--- src/rtl/vram_arbiter.sv ---
// vram_arbiter: shares the single video/system RAM port between the CRTC
// video fetch path and the Z80 CPU bus. Each access occupies two slots of
// the pixel strobe `ce`: the grant slot (address/data/we registered) and the
// data slot (read data captured, requester acknowledged).
//
// Optional feature macro: VRAM_ARB_STARVE_EN. When defined, a starvation
// counter forces a CPU grant after STARVE_MAX consecutive video grants made
// while the CPU was waiting. When undefined, priority follows `de` only.
//
// Handshakes:
//   video: `vreq` is a level held until `vack`. `vack` is a one-clock pulse
//          and `vq` is valid in that clock.
//   cpu:   `creq` is a level for the whole bus cycle. `cwait` stays high
//          until the access completes. `cq` then holds the read data until
//          the next CPU access completes. Lowering `creq` ends the cycle.
// `dbg_state` exposes the FSM state (0 = IDLE, 1 = ACC).
module vram_arbiter #(
    parameter int AW         = 16,
    parameter int STARVE_MAX = 4
) (
    input  logic          clock,
    input  logic          reset,
    input  logic          ce,
    input  logic          de,
    input  logic          vreq,
    input  logic [AW-1:0] va,
    output logic          vack,
    output logic [7:0]    vq,
    input  logic          creq,
    input  logic          cwr,
    input  logic [AW-1:0] ca,
    input  logic [7:0]    cd,
    output logic [7:0]    cq,
    output logic          cwait,
    output logic [AW-1:0] ramA,
    output logic [7:0]    ramD,
    output logic          ramWe,
    input  logic [7:0]    ramQ,
    output logic          dbg_state
);

    typedef enum logic {
        IDLE = 1'b0,
        ACC  = 1'b1
    } state_t;

    state_t        state_q;
    logic          owner_cpu_q;  // owner of the access in flight
    logic          cdone_q;      // CPU access finished, waiting for creq to drop
    logic          cabort_q;     // creq dropped while its access was in flight
    logic [AW-1:0] ram_a_q;
    logic [7:0]    ram_d_q;
    logic          ram_we_q;
    logic [7:0]    vq_q;
    logic [7:0]    cq_q;
    logic          vack_q;

    logic          cpu_pend;
    logic          cpu_force;
    logic          grant_v;
    logic          grant_c;

    // A CPU cycle that already completed is not pending again until creq
    // goes low and comes back.
    assign cpu_pend = creq & ~cdone_q;

`ifdef VRAM_ARB_STARVE_EN
    logic [2:0] starve_q;

    assign cpu_force = cpu_pend & (starve_q == 3'(STARVE_MAX));

    // Count video grants taken while the CPU waits; saturate, clear when the CPU is served or idle.
    always_ff @(posedge clock or posedge reset) begin
        if (reset) begin
            starve_q <= 3'd0;
        end else if (!creq) begin
            starve_q <= 3'd0;
        end else if (ce && state_q == IDLE) begin
            if (grant_c) begin
                starve_q <= 3'd0;
            end else if (grant_v && cpu_pend && starve_q < 3'(STARVE_MAX)) begin
                starve_q <= starve_q + 3'd1;
            end
        end
    end
`else
    assign cpu_force = 1'b0;
`endif

    // Video wins during display unless the CPU is being forced; the loser stays pending.
    assign grant_v = vreq & ~cpu_force & (de | ~cpu_pend);
    assign grant_c = cpu_pend & ~grant_v;

    // Two-slot access sequencer with registered RAM strobes and results.
    always_ff @(posedge clock or posedge reset) begin
        if (reset) begin
            state_q     <= IDLE;
            owner_cpu_q <= 1'b0;
            cdone_q     <= 1'b0;
            cabort_q    <= 1'b0;
            ram_a_q     <= '0;
            ram_d_q     <= 8'h00;
            ram_we_q    <= 1'b0;
            vq_q        <= 8'h00;
            cq_q        <= 8'h00;
            vack_q      <= 1'b0;
        end else begin
            vack_q <= 1'b0;
            if (!creq) begin
                cdone_q <= 1'b0;
            end
            // Remember a mid-access drop so a quickly re-raised creq is not
            // mistaken for the cycle that just got served.
            if (state_q == ACC && owner_cpu_q && !creq) begin
                cabort_q <= 1'b1;
            end
            if (ce) begin
                case (state_q)
                    IDLE: begin
                        if (grant_v) begin
                            ram_a_q     <= va;
                            ram_we_q    <= 1'b0;
                            owner_cpu_q <= 1'b0;
                            state_q     <= ACC;
                        end else if (grant_c) begin
                            ram_a_q     <= ca;
                            ram_d_q     <= cd;
                            ram_we_q    <= cwr;
                            owner_cpu_q <= 1'b1;
                            cabort_q    <= 1'b0;
                            state_q     <= ACC;
                        end
                    end
                    ACC: begin
                        ram_we_q <= 1'b0;
                        if (owner_cpu_q) begin
                            if (!ram_we_q) begin
                                cq_q <= ramQ;
                            end
                            if (creq && !cabort_q) begin
                                cdone_q <= 1'b1;
                            end
                        end else begin
                            vq_q   <= ramQ;
                            vack_q <= 1'b1;
                        end
                        state_q <= IDLE;
                    end
                    default: state_q <= IDLE;
                endcase
            end
        end
    end

    assign cwait     = creq & ~cdone_q & ~reset;
    assign ramA      = ram_a_q;
    assign ramD      = ram_d_q;
    assign ramWe     = ram_we_q;
    assign vq        = vq_q;
    assign cq        = cq_q;
    assign vack      = vack_q;
    assign dbg_state = state_q;

endmodule
--- config.mk ---
export PLATFORM = sky130hd
export DESIGN_NAME = vram_arbiter
export DESIGN_NICKNAME = d
export VERILOG_FILES = /design/src/rtl/vram_arbiter.sv
export SDC_FILE = /design/constraint.sdc
export NUM_CORES = 1
export LEC_CHECK = 0
export ABC_AREA = 1
export CORE_UTILIZATION = 44
export CTS_CLUSTER_DIAMETER = 80
export DETAILED_ROUTE_END_ITERATION = 16
export PLACE_DENSITY = 0.85
export SLEW_MARGIN = 40
export SYNTH_ARGS = -nofsm -noshare
export SYNTH_HDL_FRONTEND = slang
export SYNTH_SLANG_ARGS = --single-unit
export TNS_END_PERCENT = 10
--- constraint.sdc ---
create_clock -name clock -period 3.1 [get_ports clock]
set_input_delay 0.93 -clock clock [delete_from_list [all_inputs] [get_ports clock]]
set_output_delay 0.93 -clock clock [all_outputs]
set_load 0.01 [all_outputs]
==> key figures, run 1 <==
Outcome
  • Status: finished, final reports clean

Critical path
  • CP most frequent cell: clkdlybuf4s50_1
  • Arr. time, crit path: 2.12 ns
  • Crit path max fanout: 2
  • Delay-heaviest family, CP: buffers and inverters
  • CP startpoint kind: input port
  • Critical path buffers and inverters: 2
  • Crit. End Element: primary output
  • Crit-path slowest cell: clkdlybuf4s50_1
  • Critical path class: input port to primary output
  • Slowest stage delay, CP: 0.53 ns
  • Critical path required time: 2.17 ns
  • Worst-path cell chain: clkdlybuf4s50_1 -> nand2_1 -> nor2_1 -> clkdlybuf4s50_1

Place
  • GP Congestion: 0.784
  • IO Port Bufs: 98
  • DP Wirelength: 3640 microns
  • Area after DPL: 3150 sq um

Route
  • DRT iter0 DRCs: 111
  • Vias per cell: 4.88
  • Post-route ant nets: 0
  • Vias: 2,050
  • Wirelength per Cell: 12.4 microns
  • Residual DRC count: 0
  • TritonRoute pass-1 iters: 4
  • Post-Route WL: 5190 microns

STA
  • Final-report hold violation count: 0
  • Slew headroom: 0.618
  • Worst-margin pin slew: 0.573 ns
  • RSZ-0062 raised after global routing: no
  • Final Max Tran Viols: 0
  • Period utilization: 0.985
  • Setup TNS: 0 ns
  • Number of setup violations in the final report: 0
  • Max Freq: 0.328 GHz
  • Clk_skew: 0.00738 ns
  • Final worst path period need: 3.05 ns

Yosys
  • #FFs+latches synth: 46
  • Register area share after synthesis: 0.539
  • Post-synthesis cell count: 266
  • Synthesized area: 2140 sq um
  • Ys Warns: 0
  • Syn_area_per_cell: 8.03 sq um
  • Distinct cell type count of the synthesized netlist: 18
  • Syn Nets: 321

Pwr
  • Final Power: 2.28 mW
  • Internal Pwr Total: 1.60 mW
  • Leakage: 1.70 nW
  • PD cells: 695 nW/um^2
  • Sequential share of power: 0.398
  • Combinational power share: 0.370
  • Maximum vdd drop: 0.000526 V
  • Switching part of the total: 0.297
  • Clk pwr share: 0.232
  • NetSw: 0.678 mW

Cells and area
  • Share of layout cells above drive strength 1: 0.0652
  • Fillers: 355
  • Layout area overhead: 53.7%
  • Layout Nets: 422
  • Diodes inserted: 0
  • Post-route cell area: 3280 sq um

Die
  • Initial cell density of the core: 0.474
  • Io pins: 99
  • DIE WIDTH: 71.7 microns
  • Area of the core: 4500 sq um
  • FP Rows: 24
  • Die footprint: 5140 sq um
  • Chip height: 71.7 microns

Clock network
  • Post-CTS resize count: 0
  • Cts bufs inserted: 5
  • Setup repair bufs after CTS: 0
  • CTS tree: done
  • CTS Sinks: 46
  • Worst-Skew Late Latency: 0.30 ns
  • Cts hold-fix bufs: 0
  • H-tree levels: 2
  • Clock Pin Slew Worst Setup and Hold Paths: 0.09 ns
  • Clock root buffer: clkbuf_8
  • Longest Clk Path Bufs: 2

GRT
  • Initial antenna violation count: 0
  • GRT Total Usage: 0.214
  • Vias in the first global route: 1,998
  • First-pass GRT wire length: 8710 microns
  • Largest net degree at the start of global routing: 47
  • Total gr overflow: 0

Hold path
  • Worst Hold Class: register to register

Flow run
  • Max Cap Violations: 0
## sequential cells by signal, summed over array words and instances, names as in the netlist, 8 cells and up
signal and cells:
vq 8, ramA 16, ramD 8, cq 8
## cell usage in the layout, fill, tap and decap left out, drive strengths merged
| master | synthesis | final |
|---|---|---|
| dfrtp | 46 | 46 |
| nand3 | 44 | 44 |
| nor2 | 1 | 1 |
| clkdlybuf4s50 | 0 | 98 |
| nand2 | 89 | 89 |
| bufinv | 0 | 2 |
| a21oi | 5 | 5 |
| clkinv | 0 | 1 |
| buf | 9 | 7 |
| nand3b | 1 | 1 |
| inv | 51 | 51 |
| o21ai | 18 | 18 |
| clkbuf | 2 | 5 |
## cells by family after synthesis
| logic type | count (synthesis) | share of synthesized area |
|---|---|---|
| flops | 46 | 0.539 |
| buf+inv | 62 | 0.131 |
| compound gates | 23 | 0.0557 |
| simple gates | 135 | 0.274 |
## final cells by class
cell class / instances / area (sq um) / area share
sequential: 46 / 1150 / 0.351
timing repair buffer: 105 / 1030 / 0.315
multi-input combinational: 158 / 704 / 0.215
inverter: 51 / 191 / 0.0583
clock buffer: 5 / 68.8 / 0.0210
clock inverter: 3 / 68.8 / 0.0210
tap: 52 / 65.1 / 0.0198
## Yosys cell counts
| master | instances | share of area |
|---|---|---|
| dfrtp_1 | 46 | 0.54 |
| buf_6 | 1 | 0.0053 |
| buf_12 | 1 | 0.0094 |
| buf_2 | 4 | 0.0094 |
| nand2_1 | 87 | 0.15 |
| inv_1 | 49 | 0.086 |
| nand2_2 | 2 | 0.0059 |
| o21ai_0 | 18 | 0.042 |
| a21oi_2 | 1 | 0.0041 |
| buf_4 | 2 | 0.0070 |
| nand3_1 | 41 | 0.096 |
| nor2_1 | 1 | 0.0018 |
| inv_2 | 2 | 0.0035 |
| a21oi_1 | 4 | 0.0094 |
| clkbuf_1 | 2 | 0.0035 |
| nand3b_1 | 1 | 0.0035 |
| nand3_2 | 3 | 0.014 |
| buf_8 | 1 | 0.0070 |
## stage by stage
step	utilization	cells	hold WS, ns	worst slack [ns]
floorplan	-	266	0.482	0.994
global placement	0.698	412	0.453	0.0843
detailed placement	0.698	412	0.458	0.0576
CTS	0.729	420	0.480	0.0488
global route	0.729	420	0.501	0.0216
finish	0.729	420	0.475	0.0471
## power by group through the flow
stage	clock network [mW]	logic (mW)	registers [mW]
finish	0.530	0.843	0.910
global route	0.559	0.923	0.930
CTS	0.541	0.854	0.909
detailed placement	0	0.850	0.913
global placement	0	0.827	0.914
floorplan	0	0.248	1.00
## worst reg2reg max path, stage by stage, from the launching register on
cell     delay [ns]
dfrtp_1        0.37
inv_1          0.10
nand2_1        0.09
buf_4          0.15
a21oi_2        0.43
nand2_2        0.26
nand2_1        0.12
nand2_1        0.06
## worst paths after layout
| path | slack, ns | cells after the start | to | from |
|---|---|---|---|---|
| max in group asynchronous | 1.58 | 3 | vq[6] | reset |
| worst max register to register | 1.41 | 7 | ramD[2] | cdone_q |
| worst max-delay path | 0.05 | 4 | cwait | creq |
| worst min-delay path | 0.48 | 2 | ramD[5] | ramD[5] |
| worst min register to register | 0.48 | 2 | ramD[5] | ramD[5] |
| min in group asynchronous | 1.13 | 3 | ramD[1] | reset |
## metal layers
| metal | global-route usage | wire, microns | up-vias |
|---|---|---|---|
| met5 | 0 | 0 | - |
| met2 | 0.363 | 2490 | 72 |
| met4 | 0.0719 | 61 | 0 |
| met1 | 0.273 | 2290 | 958 |
| met3 | 0.0478 | 355 | 9 |
| li1 | - | - | 1011 |
Note: power is estimated with default switching activity, not from simulation.
==> run 2, diff against run 1 <==
CAP_MARGIN = 20   (was default)
CORE_MARGIN = 2   (was default)
==> key figures, run 2 (synthesis gave the netlist of run 1 again) <==
Clock network
  • Clock root buffer: clkbuf_8
  • H-tree levels: 2 (unchanged)
  • Clock Pin Slew Worst Setup and Hold Paths: 0.09 ns (about the same)
  • CTS tree: done
  • Longest Clk Path Bufs: 2 (unchanged)
  • CTS Sinks: 46 (unchanged)
  • Cts bufs inserted: 5 (unchanged)
  • Worst-Skew Late Latency: 0.29 ns (about the same)

Outcome
  • Status: finished, final reports clean

Pwr
  • Leakage: 1.70 nW (+0.26%)
  • Sequential share of power: 0.415 (+0.017)
  • Clk pwr share: 0.201 (-0.031)
  • PD cells: 673 nW/um^2 (-3.2%)
  • Combinational power share: 0.384 (+0.014)
  • Internal Pwr Total: 1.52 mW (-5.1%)
  • NetSw: 0.672 mW (-0.91%)
  • Maximum vdd drop: 0.000442 V (-16%)
  • Switching part of the total: 0.306 (+0.00904)

STA
  • Number of setup violations in the final report: 0 (unchanged)
  • Clk_skew: 0.0109 ns (+0.00354 ns)
  • Final worst path period need: 2.67 ns (-0.380 ns)
  • Worst-margin pin slew: 0.568 ns (-0.00511 ns)
  • RSZ-0062 raised after global routing: no
  • Max Freq: 0.374 GHz (+14%)
  • Period utilization: 0.862 (-0.123)
  • Final Max Tran Viols: 0 (unchanged)
  • Slew headroom: 0.621 (+0.00341)
  • Setup TNS: 0 ns (unchanged)
  • Setup ws final: 0.427 ns (+0.380 ns)
  • Final-report hold violation count: 0 (unchanged)

GRT
  • Vias in the first global route: 1,930 (-3.4%)
  • First-pass GRT wire length: 8440 microns (-3.2%)
  • GRT Total Usage: 0.202 (-0.0123)
  • Initial antenna violation count: 0 (unchanged)
  • Total gr overflow: 0 (unchanged)
  • Largest net degree at the start of global routing: 47 (unchanged)

Critical path
  • Critical path class: input port to primary output
  • Delay-heaviest family, CP: buffers and inverters
  • CP startpoint kind: input port
  • Crit. End Element: primary output
  • Arr. time, crit path: 1.74 ns (-0.38 ns)
  • Worst R2R Start: cdone_q
  • Critical path buffers and inverters: 2 (unchanged)
  • Worst-path cell chain: clkdlybuf4s50_1 -> nand2_1 -> nor2_1 -> dlymetal6s2s_1
  • Crit-path slowest cell: clkdlybuf4s50_1
  • Slowest stage delay, CP: 0.49 ns (-0.04 ns)
  • Crit path max fanout: 2 (unchanged)
  • CP Launch Point: creq
  • Critical path required time: 2.17 ns (about the same)

Die
  • DIE WIDTH: 73.7 microns (+2.8%)
  • Die footprint: 5430 sq um (+5.7%)
  • Chip height: 73.7 microns (+2.8%)
  • FP Rows: 25 (+4.2%)
  • Area of the core: 4690 sq um (+4.2%)
  • Io pins: 99 (unchanged)
  • Initial cell density of the core: 0.455 (-0.0190)

Place
  • Pre-CTS setup slack: 0.0525 ns (-0.00511 ns)
  • GP Congestion: 0.804 (+2.5%)
  • DP Wirelength: 3790 microns (+4.1%)
  • Area after DPL: 3150 sq um (about the same)
  • IO Port Bufs: 98 (unchanged)

Hold path
  • Min-delay src: ramD[5]
  • Worst Hold Class: register to register

Cells and area
  • Share of layout cells above drive strength 1: 0.0652 (unchanged)
  • Leading cell type in the layout, fill and taps excluded: clkdlybuf4s50_1
  • Most frequent cells in the layout: clkdlybuf4s50_1 (97), nand2_1 (87), inv_1 (48), dfrtp_1 (46), nand3_1 (41)
  • Largest register FFs: 16 (unchanged)
  • Layout area overhead: 52.8%
  • Layout Nets: 422 (unchanged)
  • Post-layout util: 0.695 (-0.0334)
  • Diodes inserted: 0 (unchanged)
  • Post-route cell area: 3260 sq um (-0.61%)

Route
  • Wirelength per Cell: 12.2 microns (-1.0%)
  • Post-route ant nets: 0 (unchanged)
  • Vias per cell: 4.73 (-3.0%)
  • TritonRoute pass-1 iters: 5 (+1)
  • Residual DRC count: 0 (unchanged)
  • M1 WL: 2270 microns (-0.66%)
  • DRT iter0 DRCs: 136 (+23%)
  • Post-Route WL: 5160 microns (-0.54%)
  • Met2 WL: 2530 microns (+1.8%)
  • Top sig layer: met4
  • Vias: 1,998 (-2.5%)
  • Metal3 WL: 322 microns (-9.3%)

Flow run
  • Max Cap Violations: 0 (unchanged)
run 2: worst reg2reg max path: cells and delay by family, from the launching register on:
family,cells,cell delay [ns]
buffers and inverters,3,0.52
AO/OA/AOI/OAI,1,0.46
flip-flops,1,0.37
AND/OR/NAND/NOR,3,0.27
run 2: layout make-up:
type,count,area [sq um]
clock inverter,3,43.8
multi-input combinational,158,704
clock buffer,5,68.8
tap,54,67.6
timing repair buffer,105,1040
inverter,51,191
fill,392,1430
sequential,46,1150
run 2: what timing repair did:
| action | in CTS | in global routing |
|---|---|---|
| resized for setup | 0 | 1 |
| hold buffers | 0 | 0 |
| setup endpoints to repair | 0 | 1 |
| buffers inserted | 0 | 0 |
run 2: per-layer routing:
layer / vias up / track usage
met2: 71 / 0.340
met1: 912 / 0.259
met5: - / 0
met4: 0 / 0.0606
li1: 1011 / -
met3: 4 / 0.0466
run 2: path summary, 6_finish.rpt:
check,endpoint,slack (ns),cells after the start
setup / recovery,cwait,0.43,4
hold / removal,ramD[5],0.48,2
setup reg to reg,ramA[4],1.37,7
hold reg to reg,ramD[5],0.48,2
max in group asynchronous,ramA[0],1.57,3
min in group asynchronous,ramA[3],1.12,3
run 2: power groups by stage:
stage	clock (mW)	sequential, mW	combinational, mW
floorplan	0	1.00	0.248
global placement	0	0.914	0.828
detailed placement	0	0.915	0.858
CTS	0.456	0.912	0.859
global route	0.480	0.937	0.929
finish	0.441	0.911	0.844
run 2: stage by stage:
step	std cells	total power [mW]	hold slack, ns
6_report	422	2.19	0.478
5_1_grt	422	2.35	0.498
4_1_cts	422	2.23	0.481
3_5_place_dp	414	1.77	0.459
3_3_place_gp	414	1.74	0.455
2_1_floorplan	266	1.25	0.482
==> run 3, diff against run 2 <==
CORE_ASPECT_RATIO = 0.6   (was default)
==> key figures, run 3 (synthesis gave the netlist of run 1 again) <==
Route
  • Post-Route WL: 5440 microns (+5.3%)
  • Wirelength per Cell: 12.6 microns (+2.9%)
  • DRT iter0 DRCs: 89 (-35%)
  • Residual DRC count: 0 (unchanged)
  • Vias per cell: 4.73 (about the same)
  • Vias: 2,045 (+2.4%)
  • TritonRoute pass-1 iters: 4 (-1)
  • Post-route ant nets: 0 (unchanged)

Clock network
  • H-tree levels: 2 (unchanged)
  • Worst-Skew Late Latency: 0.30 ns (about the same)
  • CTS tree: done
  • Clock root buffer: clkbuf_8
  • Cts bufs inserted: 5 (unchanged)
  • Longest Clk Path Bufs: 2 (unchanged)
  • Post-CTS resize count: 0 (unchanged)
  • Clock Pin Slew Worst Setup and Hold Paths: 0.08 ns (about the same)
  • Cts hold-fix bufs: 0 (unchanged)
  • Setup repair bufs after CTS: 0 (unchanged)
  • CTS Sinks: 46 (unchanged)

STA
  • Final worst path period need: 2.67 ns (-0.00370 ns)
  • Worst-margin pin slew: 0.569 ns (+0.00136 ns)
  • RSZ-0062 raised after global routing: no
  • Final-report hold violation count: 0 (unchanged)
  • Setup TNS: 0 ns (unchanged)
  • Clk_skew: 0.00449 ns (-0.00643 ns)
  • Number of setup violations in the final report: 0 (unchanged)
  • Final Max Tran Viols: 0 (unchanged)
  • Max Freq: 0.375 GHz (+0.14%)
  • Worst Hold Slack: 0.473 ns (-0.00512 ns)
  • Slew headroom: 0.619 (-0.00197)
  • Period utilization: 0.861 (-0.00119)

Place
  • GP Congestion: 0.732 (-8.9%)
  • DP Wirelength: 4080 microns (+7.5%)
  • IO Port Bufs: 98 (unchanged)

GRT
  • Total gr overflow: 0 (unchanged)
  • Largest net degree at the start of global routing: 28 (-40%)
  • First-pass GRT wire length: 8890 microns (+5.3%)
  • Initial antenna violation count: 0 (unchanged)
  • Vias in the first global route: 1,909 (-1.1%)
  • GRT Total Usage: 0.212 (+0.00963)

Critical path
  • Arr. time, crit path: 1.74 ns (about the same)
  • Critical path class: input port to primary output
  • Crit. End Element: primary output
  • Delay-heaviest family, CP: buffers and inverters
  • Critical path buffers and inverters: 2 (unchanged)
  • Worst-path cell chain: clkdlybuf4s50_1 -> nand2_1 -> nor2_1 -> dlymetal6s2s_1
  • Crit-path slowest cell: clkdlybuf4s50_1
  • Critical path required time: 2.17 ns (about the same)
  • Slowest stage delay, CP: 0.48 ns (about the same)
  • CP startpoint kind: input port
  • Crit path max fanout: 2 (unchanged)

Cells and area
  • Layout area overhead: 55.1%
  • Share of layout cells above drive strength 1: 0.0678 (+0.00253)
  • Diodes inserted: 0 (unchanged)
  • Most frequent cells in the layout: clkdlybuf4s50_1 (97), nand2_1 (87), inv_1 (48), dfrtp_1 (46), nand3_1 (41)
  • Layout Nets: 423 (+0.24%)
  • Leading cell type in the layout, fill and taps excluded: clkdlybuf4s50_1
  • Largest register FFs: 16 (unchanged)

Pwr
  • PD cells: 697 nW/um^2 (+3.6%)
  • Leakage: 1.72 nW (+1.0%)
  • Maximum vdd drop: 0.000359 V (-19%)

Outcome
  • Status: finished, final reports clean

Hold path
  • Worst Hold Class: register to register

Die
  • DIE WIDTH: 93.9 microns (+28%)
  • Io pins: 99 (unchanged)
  • FP Rows: 19 (-24%)
  • Chip height: 58.0 microns (-21%)
  • Initial cell density of the core: 0.463 (+0.00790)
  • Die footprint: 5450 sq um (+0.34%)
  • Area of the core: 4610 sq um (-1.7%)

Flow run
  • Max Cap Violations: 0 (unchanged)
-- run 3: cell count changes in the layout (fill, tap and decap cells not counted) --
cell       delta
bufinv_16     +1
clkbuf_8      +1
inv_6         -1
clkinv_2      -1
buf_4         +1
-- run 3: area by class of cell --
| type | count | area (sq um) |
|---|---|---|
| flip-flops and latches | 46 | 1150 |
| clock buffers | 6 | 82.6 |
| repair buffers | 106 | 1040 |
| clock inverters | 2 | 60.1 |
| fillers | 382 | 1300 |
| well taps | 63 | 78.8 |
| multi-input cells | 158 | 704 |
| inverters | 51 | 191 |
-- run 3: path summary, 6_finish.rpt --
path	startpoint	end	slack, ns	depth (start not counted)
setup / recovery	creq	cwait	0.43	4
max in group asynchronous	reset	ramA[12]	1.59	3
setup reg to reg	cdone_q	ramA[8]	1.54	7
hold / removal	ramD[3]	ramD[3]	0.47	2
hold reg to reg	ramD[3]	ramD[3]	0.47	2
min in group asynchronous	reset	ramD[1]	0.96	2
-- run 3: per-stage QoR --
| step | utilization | cells | area (sq um) | worst slack, ns | total power, mW |
|---|---|---|---|---|---|
| after floorplan | - | 266 | 2140 | 0.994 | 1.25 |
| after global placement | 0.687 | 424 | 3170 | 0.0773 | 1.75 |
| after detailed placement | 0.687 | 424 | 3170 | 0.0516 | 1.78 |
| after CTS | 0.718 | 432 | 3310 | 0.0481 | 2.32 |
| after global routing | 0.718 | 432 | 3310 | 0.359 | 2.45 |
| final | 0.718 | 432 | 3310 | 0.431 | 2.31 |
-- run 3: tightest hold or removal path, cell delays in order, from the launching register on --
cell and delay [ns]:
dfrtp_1 0.35, nand2_1 0.05, nand2_1 0.04
-- run 3: routing by layer --
metal / routed length [microns] / up-vias / global-route usage / share of wire
met5: 0 / - / 0 / 0
met4: 45 / 0 / 0.0497 / 0.0083
met3: 506 / 6 / 0.0650 / 0.093
met2: 2340 / 99 / 0.319 / 0.43
met1: 2550 / 927 / 0.305 / 0.47
li1: - / 1013 / - / -
-- run 3: power breakdown --
part	switching, mW	total (mW)	internal (mW)
Combinational	0.365	0.848	0.483
Clock	0.198	0.542	0.344
Sequential	0.119	0.918	0.799
